--- src/rtl/method_caller_01_if.sv ---
// Method-call bus between the caller (master) and the callee (slave).
// Master drives start/result/check arguments and the start/check enables; the slave
// returns the ready flags and the result/check return values.
//   start_a, start_b : start() arguments          stenable  : start() enable
//   result_c         : result() argument          result    : result() return value
//   check_d          : check() argument           chenable  : check() enable
//   check            : check() return value       RDY_*     : callee ready per method
interface method_caller_01_if #(
  parameter int unsigned WIDTH = 5
) ();
  logic [WIDTH-1:0] start_a;
  logic [WIDTH-1:0] start_b;
  logic             stenable;
  logic             RDY_start;
  logic [WIDTH-1:0] result_c;
  logic [WIDTH-1:0] result;
  logic             RDY_result;
  logic [WIDTH-1:0] check_d;
  logic [WIDTH-1:0] check;
  logic             chenable;
  logic             RDY_check;

  modport master (
    output start_a, start_b, stenable, result_c, check_d, chenable,
    input  RDY_start, result, RDY_result, check, RDY_check
  );

  modport slave (
    input  start_a, start_b, stenable, result_c, check_d, chenable,
    output RDY_start, result, RDY_result, check, RDY_check
  );
endinterface

--- src/rtl/method_caller_01.sv ---
// Initiator for the start/result/check method interface. On go it runs NUM_TXN
// transactions: start(a,b), wait for result and capture it, then check(d) with the
// captured value and compare the returned value. Counts passes and failures.
// Ports:
//   CLK, RST  : clock and synchronous active-high reset
//   go        : run request, sampled only while idle
//   m         : method bus (master side)
//   busy      : run in progress (includes the done cycle)
//   done      : one-cycle pulse at end of run
//   pass_cnt  : transactions whose check matched (saturating)
//   fail_cnt  : transactions that mismatched or timed out (saturating)
module method_caller_01 #(
  parameter int unsigned      WIDTH   = 5,
  parameter int unsigned      NUM_TXN = 8,
  parameter int unsigned      TIMEOUT = 15,
  parameter logic [WIDTH-1:0] SEED    = 1
) (
  input  logic                CLK,
  input  logic                RST,
  input  logic                go,
  method_caller_01_if.master  m,
  output logic                busy,
  output logic                done,
  output logic [7:0]          pass_cnt,
  output logic [7:0]          fail_cnt
);

  typedef enum logic [2:0] {
    StIdle, StStart, StWaitr, StCheck, StPass, StFail, StDone
  } state_e;

  state_e           state_q, state_d;
  logic [WIDTH-1:0] op_q, op_d, op_next;
  logic [WIDTH-1:0] exp_q, exp_d;
  logic [7:0]       txn_q, txn_d;
  logic [7:0]       wcnt_q, wcnt_d;
  logic [7:0]       pass_q, pass_d;
  logic [7:0]       fail_q, fail_d;
  logic             rdy_wait;
  logic             tmo;

  if (WIDTH == 5) begin : g_lfsr
    // Fibonacci LFSR, taps 5 and 3.
    assign op_next = {op_q[3:0], op_q[4] ^ op_q[2]};
  end else begin : g_inc
    logic [WIDTH-1:0] op_inc;
    assign op_inc  = op_q + WIDTH'(1);
    assign op_next = (op_inc == '0) ? WIDTH'(1) : op_inc;
  end

  // Last permitted wait cycle with the awaited RDY still low.
  assign tmo = (wcnt_q == 8'(TIMEOUT - 1));

  always_comb begin
    state_d  = state_q;
    op_d     = op_q;
    exp_d    = exp_q;
    txn_d    = txn_q;
    pass_d   = pass_q;
    fail_d   = fail_q;
    rdy_wait = 1'b1;
    unique case (state_q)
      StIdle: begin
        if (go) begin
          pass_d  = '0;
          fail_d  = '0;
          txn_d   = '0;
          state_d = StStart;
        end
      end
      StStart: begin
        rdy_wait = m.RDY_start;
        if (m.RDY_start) state_d = StWaitr;
        else if (tmo)    state_d = StFail;
      end
      StWaitr: begin
        rdy_wait = m.RDY_result;
        if (m.RDY_result) begin
          exp_d   = m.result;
          state_d = StCheck;
        end else if (tmo) begin
          state_d = StFail;
        end
      end
      StCheck: begin
        rdy_wait = m.RDY_check;
        if (m.RDY_check) state_d = (m.check == exp_q) ? StPass : StFail;
        else if (tmo)    state_d = StFail;
      end
      StPass, StFail: begin
        if (state_q == StPass) pass_d = (pass_q == 8'hFF) ? pass_q : pass_q + 8'd1;
        else                   fail_d = (fail_q == 8'hFF) ? fail_q : fail_q + 8'd1;
        txn_d = txn_q + 8'd1;
        if (txn_q == 8'(NUM_TXN - 1)) begin
          state_d = StDone;
        end else begin
          op_d    = op_next;
          state_d = StStart;
        end
      end
      StDone:  state_d = StIdle;
      default: state_d = StIdle;
    endcase
    // Restart the wait count on every state entry; count cycles the awaited RDY is low.
    wcnt_d = (state_d != state_q) ? 8'd0 : wcnt_q + {7'd0, ~rdy_wait};
  end

  always_ff @(posedge CLK) begin
    if (RST) begin
      state_q <= StIdle;
      op_q    <= SEED;
      exp_q   <= '0;
      txn_q   <= '0;
      wcnt_q  <= '0;
      pass_q  <= '0;
      fail_q  <= '0;
    end else begin
      state_q <= state_d;
      op_q    <= op_d;
      exp_q   <= exp_d;
      txn_q   <= txn_d;
      wcnt_q  <= wcnt_d;
      pass_q  <= pass_d;
      fail_q  <= fail_d;
    end
  end

  // Outputs decode the state register only, so enables behave as registered signals.
  always_comb begin
    m.stenable = (state_q == StStart);
    m.chenable = (state_q == StCheck);
    m.start_a  = (state_q == StStart) ? op_q : '0;
    m.start_b  = (state_q == StStart) ? ~op_q : '0;
    m.result_c = (state_q == StWaitr) ? (op_q ^ WIDTH'(txn_q)) : '0;
    m.check_d  = (state_q == StCheck) ? exp_q : '0;
    busy       = (state_q != StIdle);
    done       = (state_q == StDone);
    pass_cnt   = pass_q;
    fail_cnt   = fail_q;
  end

endmodule

--- src/flat_wrapper.sv ---
// flat-port wrapper written by rule: the top's interface ports become plain ports
module method_caller_01_flat 
#(
  parameter int unsigned      WIDTH   = 5,
  parameter int unsigned      NUM_TXN = 8,
  parameter int unsigned      TIMEOUT = 15,
  parameter logic [WIDTH-1:0] SEED    = 1
)
  (CLK, RST, go, busy, done, pass_cnt, fail_cnt, m_start_a, m_start_b, m_stenable, m_result_c, m_check_d, m_chenable, m_RDY_start, m_result, m_RDY_result, m_check, m_RDY_check);
  method_caller_01_if #(.WIDTH(WIDTH)) m_i ();
  input  logic CLK;
  input  logic RST;
  input  logic go;
  output logic busy;
  output logic done;
  output logic [7:0] pass_cnt;
  output logic [7:0] fail_cnt;
  output wire logic [$bits(m_i.start_a)-1:0] m_start_a;
  output wire logic [$bits(m_i.start_b)-1:0] m_start_b;
  output wire logic [$bits(m_i.stenable)-1:0] m_stenable;
  output wire logic [$bits(m_i.result_c)-1:0] m_result_c;
  output wire logic [$bits(m_i.check_d)-1:0] m_check_d;
  output wire logic [$bits(m_i.chenable)-1:0] m_chenable;
  input wire logic [$bits(m_i.RDY_start)-1:0] m_RDY_start;
  input wire logic [$bits(m_i.result)-1:0] m_result;
  input wire logic [$bits(m_i.RDY_result)-1:0] m_RDY_result;
  input wire logic [$bits(m_i.check)-1:0] m_check;
  input wire logic [$bits(m_i.RDY_check)-1:0] m_RDY_check;
  assign m_start_a = m_i.start_a;
  assign m_start_b = m_i.start_b;
  assign m_stenable = m_i.stenable;
  assign m_result_c = m_i.result_c;
  assign m_check_d = m_i.check_d;
  assign m_chenable = m_i.chenable;
  assign m_i.RDY_start = m_RDY_start;
  assign m_i.result = m_result;
  assign m_i.RDY_result = m_RDY_result;
  assign m_i.check = m_check;
  assign m_i.RDY_check = m_RDY_check;
  method_caller_01 #(.WIDTH(WIDTH), .NUM_TXN(NUM_TXN), .TIMEOUT(TIMEOUT), .SEED(SEED)) u_core (.CLK(CLK), .RST(RST), .go(go), .m(m_i), .busy(busy), .done(done), .pass_cnt(pass_cnt), .fail_cnt(fail_cnt));
endmodule
--- config.mk ---
export PLATFORM = sky130hd
export DESIGN_NAME = method_caller_01_flat
export DESIGN_NICKNAME = d
export VERILOG_FILES = /design/src/rtl/method_caller_01_if.sv /design/src/rtl/method_caller_01.sv /design/src/flat_wrapper.sv
export SDC_FILE = /design/constraint.sdc
export NUM_CORES = 1
export LEC_CHECK = 0
export CAP_MARGIN = 20
export CORE_MARGIN = 1.5
export CORE_UTILIZATION = 45
export DETAILED_ROUTE_END_ITERATION = 16
export PLACE_DENSITY = 0.76
export SETUP_SLACK_MARGIN = 0.4
export SYNTH_ARGS = -nofsm -noshare
export SYNTH_HDL_FRONTEND = slang
export SYNTH_SLANG_ARGS = --single-unit
export TNS_END_PERCENT = 20
--- constraint.sdc ---
create_clock -name CLK -period 2.05 [get_ports CLK]
set_clock_uncertainty 0.1 [all_clocks]
set_input_delay 0.615 -clock CLK [delete_from_list [all_inputs] [get_ports CLK]]
set_output_delay 0.615 -clock CLK [all_outputs]
set_load 0.01 [all_outputs]
# Word-level counts from Yosys, hierarchy flattened

Cells that the tools add are included.

Output and inout bits: 40
Word-level logic and storage cells: 64
Bits of input ports: 16
Flip-flop bits (word level): 45

Add/sub/neg operators: 4
Equal/unequal tests: 17
Muxes and demuxes: 21
Bitwise gates (word level): 5
Reductions and logical operators: 10

Operators with widths:

| cell                  | count |
|---|---|
| $pmux W8 S2           | 3 |
| $mux W8               | 5 |
| $add A8 B1 Y8 const B | 3 |
| $mux W5               | 4 |
| $mux W3               | 6 |
| $eq A8 B8 Y1 const B  | 2 |
| $pmux W3 S5           | 1 |
| $eq A3 B3 Y1 const B  | 3 |
| $add A8 B1 Y8         | 1 |
| $eq A8 B3 Y1 const B  | 1 |
| $eq A8 B4 Y1 const B  | 1 |
| $ne A2 B2 Y1 const B  | 4 |
| $reduce_and A4 Y1     | 2 |
| $eq A3 B2 Y1 const B  | 2 |
| $reduce_and A2 Y1     | 3 |
| $eq A5 B5 Y1          | 1 |
| $not A5 Y5            | 1 |
| $xor A5 B5 Y5         | 1 |
| $reduce_or A2 Y1      | 2 |
| $eq A3 B1 Y1 const B  | 1 |
| $logic_not A3 Y1      | 1 |
| $ne A3 B3 Y1          | 1 |
| $pmux W1 S3           | 1 |
| $reduce_bool A3 Y1    | 1 |
| 5 further kinds       | 6 |

# Depth between registers and ports, before layout

Depth after elaboration: 6
Mapped depth: 9
Depth with buffers taken out: 8

# Least setup slack after synthesis

OpenSTA, ideal clock, no wires.

Path type: register to output
From: register u_core.state_q[0]
To: output port m_start_a[0]
Required time: 1335 ps
Buffers on the path: 2
Slack: -12 ps
Stages on the path, launching flop included: 6
Arrival time: 1347 ps
Path through: dfxtp_1 > buf_2 > buf_1 > nand3b_1 > inv_1 > and2_1

Longest elaborated chain between the ends: 2

RTL lines:

| item                   | RTL line                | source |
|---|---|---|
| from (decl)            | method_caller_01.sv:32  | `state_e state_q, state_d;` |
| from (signal assigned) | method_caller_01.sv:110 | `state_q <= StIdle;` |
| from (signal assigned) | method_caller_01.sv:118 | `state_q <= state_d;` |
| $eq A3 B1 Y1           | n/a                     |  |
| via m_stenable         | flat_wrapper.sv:20      | `output wire logic [$bits(m_i.stenable)-1:0] m_stenable;` |
| $mux W5                | method_caller_01.sv:132 | `m.start_a = (state_q == StStart) ? op_q : '0;` |
| to (decl)              | flat_wrapper.sv:18      | `output wire logic [$bits(m_i.start_a)-1:0] m_start_a;` |

The timed path passes the listed nets, and every way through them passes these cells.

# Worst setup path after layout

From: register u_core.state_q[1]
To: output port m_start_a[3]

Longest elaborated chain between the ends: 2

RTL lines:

| item         | RTL line |
|---|---|
| $eq A3 B1 Y1 | method_caller_01.sv:132 |
| $mux W5      | method_caller_01.sv:132 |

No other way between the ends.

==> results_dict.tcl <==
set metrics [dict create \
    layout_commonest_cell "buf_6" \
    ys_types 47 \
    core-area_sq_mm 0.00520 \
    cts.sink_count 45 \
    fmax_mhz 451 \
    placed_cells 434 \
    pwr-share-comb_pct 21.5 \
    p_sw_uw 505 \
    ir_worst_vdd_v 0.000315 \
    synth-edff-count 0 \
    fin_crit_ns 2.22 \
    pre_cts_ws_ns -0.433 \
    p_int_uw 1320 \
    wl_um 7260 \
    final_cells 462 \
    nNetsFinal 412 \
    finalPower_uw 1820 \
    min_period_over_period_pct 108 \
    cp-endpoint "m_start_a[3]" \
    rows 26 \
    status "finished with violations" \
    vias 2476 \
    firstDrtPassIters 4 \
    num_antenna_cells 0 \
    start_kind "flip-flop" \
    synth_ff_type "dfxtp_1" \
    timing.critical_path.mode_cell "buf_6" \
    relSlewSlack_pct 73.3 \
    swShare_pct 27.7 \
    postCtsHoldBufs 0 \
    io_pins 56 \
    reg2reg_to "u_core.wcnt_q[7]" \
    vias_per_cell 5.36 \
    die_x_um 77.1 \
    port_buffers 55 \
    die-height_um 77.1 \
    syn2layout_area_growth_pct 61.5 \
    grt_pass1_vias 2440 \
    rsz0062_at_grt "yes" \
    numCtsBuffers 5 \
    cp-end-kind "output pin" \
    hold_start "u_core.fail_cnt[1]" \
    required_ns 1.33 \
    startpoint "u_core.state_q[1]" \
    synthArstFlopShare_pct 0 \
    max_cap_violations 0 \
    failed_checks "setup timing" \
    drive_above_1_share_pct 48.2 \
    synth_cells 290 \
    slowest_delay_ns 0.35 \
    track_usage_pct 23.1 \
    min_path_type "flip-flop to flip-flop" \
    rr_worst_depth 11 \
    power_frac_seq_pct 48.4 \
    cts_buffer_depth 2 \
    leakagePower_uw 0.00154 \
    clk_latency_ns 0.30 \
    antenna_found_initial 0 \
    start_util_pct 47.5 \
    crit_path_max_fanout 4 \
    tritoncts "done" \
    grt_overflow 0 \
    yosysWarnings 0 \
    crit_type "flip-flop to output pin" \
    fin_ws_ns -0.167 \
    post_drt_wl_per_cell_um 15.7 \
    power_frac_clock_pct 30.1 \
    regToRegSetupSlack_ns -0.13 \
    grt_max_degree 21 \
    hold_viol_final 0 \
    setup-violations-final 20 \
    path_cells "buf_6, nand3b_1, inv_2, buf_6, buf_6, and2_4, buf_6" \
    ys_ff_latch 45 \
    synth.avg_cell_area_sq_um 8.52 \
    tightest_slew_ns 0.395 \
    ant_nets 0 \
    mostFrequentLayoutCells "buf_6, buf_4, nor2_1" \
    gp_congestion 0.905 \
    drtIter0Drc 107 \
    maxSlewViolCount 0 \
    dp_hpwl_um 4360 \
    post-route-drc-count 0 \
    dieArea_sq_mm 0.00595 \
    cts_root_buffer "clkbuf_8" \
    h-tree-depth 2 \
    syn_nets 311 \
    r2r_start "u_core.state_q[1]" \
    slowest_stage "dfxtp_4" \
    grt_pass1_wl_um 11000 \
    path_clk_slew_ns 0.08 \
    synth_area_sq_mm 0.00247 \
    crit_arrival_ns 1.50 \
    powerDensity_mw_per_mm2 456 \
    seq_area_frac_synth_pct 36.5 \
]
-- per-stage QoR --
stage	utilization, %	hold slack [ns]	TNS [ns]	instance area, sq um
floorplan	-	0.392	0	2590
global placement	64.7	0.397	-5.85	3370
detailed placement	64.7	0.396	-6.77	3370
CTS	72.5	0.390	-1.18	3770
global route	76.7	0.444	-3.45	3990
finish	76.7	0.412	-2.14	3990
-- layer usage --
layer	share of wire [%]	track usage (%)	vias to the layer above
met5	0	0	-
met4	1.8	8.18	0
met3	4.5	3.93	14
met2	53	43.5	77
met1	41	25.8	1181
li1	-	-	1204
-- what timing repair did --
action                                 CTS  global route
resized for setup                      207            70
buffers inserted                        15             5
pin swaps                               50            41
endpoints found under the hold margin    0             0
setup endpoints to repair               83            79
-- sequential cells by signal (all words and copies together), names as in the netlist --
name             flops
u_core.fail_cnt      8
u_core.wcnt_q        8
u_core.pass_cnt      8
u_core.op_q          5
u_core.exp_q         5
u_core.state_q       3
u_core.txn_q         8
-- power by group through the flow --
| stage | Sequential (uW) | Combinational, uW | Clock [uW] |
|---|---|---|---|
| 3_3_place_gp | 906 | 274 | 0 |
| 6_report | 882 | 392 | 548 |
| 4_1_cts | 886 | 334 | 552 |
| 2_1_floorplan | 906 | 150 | 0 |
| 3_5_place_dp | 906 | 279 | 0 |
| 5_1_grt | 882 | 416 | 588 |
-- kinds of logic (layout without fill, tap and decap cells) --
| logic type | after synthesis | after routing | synth area share [%] |
|---|---|---|---|
| multiplexers | 11 | 11 | 4.51 |
| flip-flops | 45 | 45 | 36.5 |
| AND/OR/NAND/NOR | 137 | 137 | 29.0 |
| buffers and inverters | 22 | 124 | 4.05 |
| XOR/XNOR | 29 | 29 | 10.3 |
| adder cells (fa/ha/maj) | 5 | 5 | 2.53 |
| AO/OA/AOI/OAI | 41 | 41 | 13.2 |
-- worst min-delay path by stage --
stage          cells past startpoint  slack (ns)                 end
4_1_cts                            2        0.39  u_core.fail_cnt[1]
3_3_place_gp                       2        0.40  u_core.fail_cnt[1]
5_1_grt                            2        0.44     u_core.txn_q[1]
6_report                           2        0.41  u_core.fail_cnt[1]
3_5_place_dp                       2        0.40  u_core.fail_cnt[1]
2_1_floorplan                      2        0.39     u_core.txn_q[1]
-- cell type report --
cell class / count / area [sq um]
clock buffers: 8 / 80.1
fillers: 336 / 1210
inverters: 8 / 35.0
multi-input cells: 223 / 1870
flip-flops and latches: 45 / 940
well taps: 70 / 87.6
repair buffers: 108 / 978
-- critical path, delay by kind of cell (launching register included) --
| family | cells | cell delay, ns |
|---|---|---|
| buffers and inverters | 5 | 0.51 |
| AND/OR/NAND/NOR | 2 | 0.33 |
| flip-flops | 1 | 0.35 |
-- cell usage after synthesis, drive strengths merged (5+ instances only) --
cell,instances,area (sq um)
nor2,47,193
buf,8,47.5
ha,5,62.6
xor2,9,78.8
nand2,17,63.8
a21oi,13,65.1
nand3,15,75.1
and2,14,87.6
dfxtp,45,901
mux2i,10,100
nor3b,5,37.5
o21ai,7,35.0
nand4,5,31.3
inv,8,30.0
clkbuf,6,22.5
xnor2,20,175
nor3,12,71.3
Note: power is estimated with default switching activity, not from simulation.
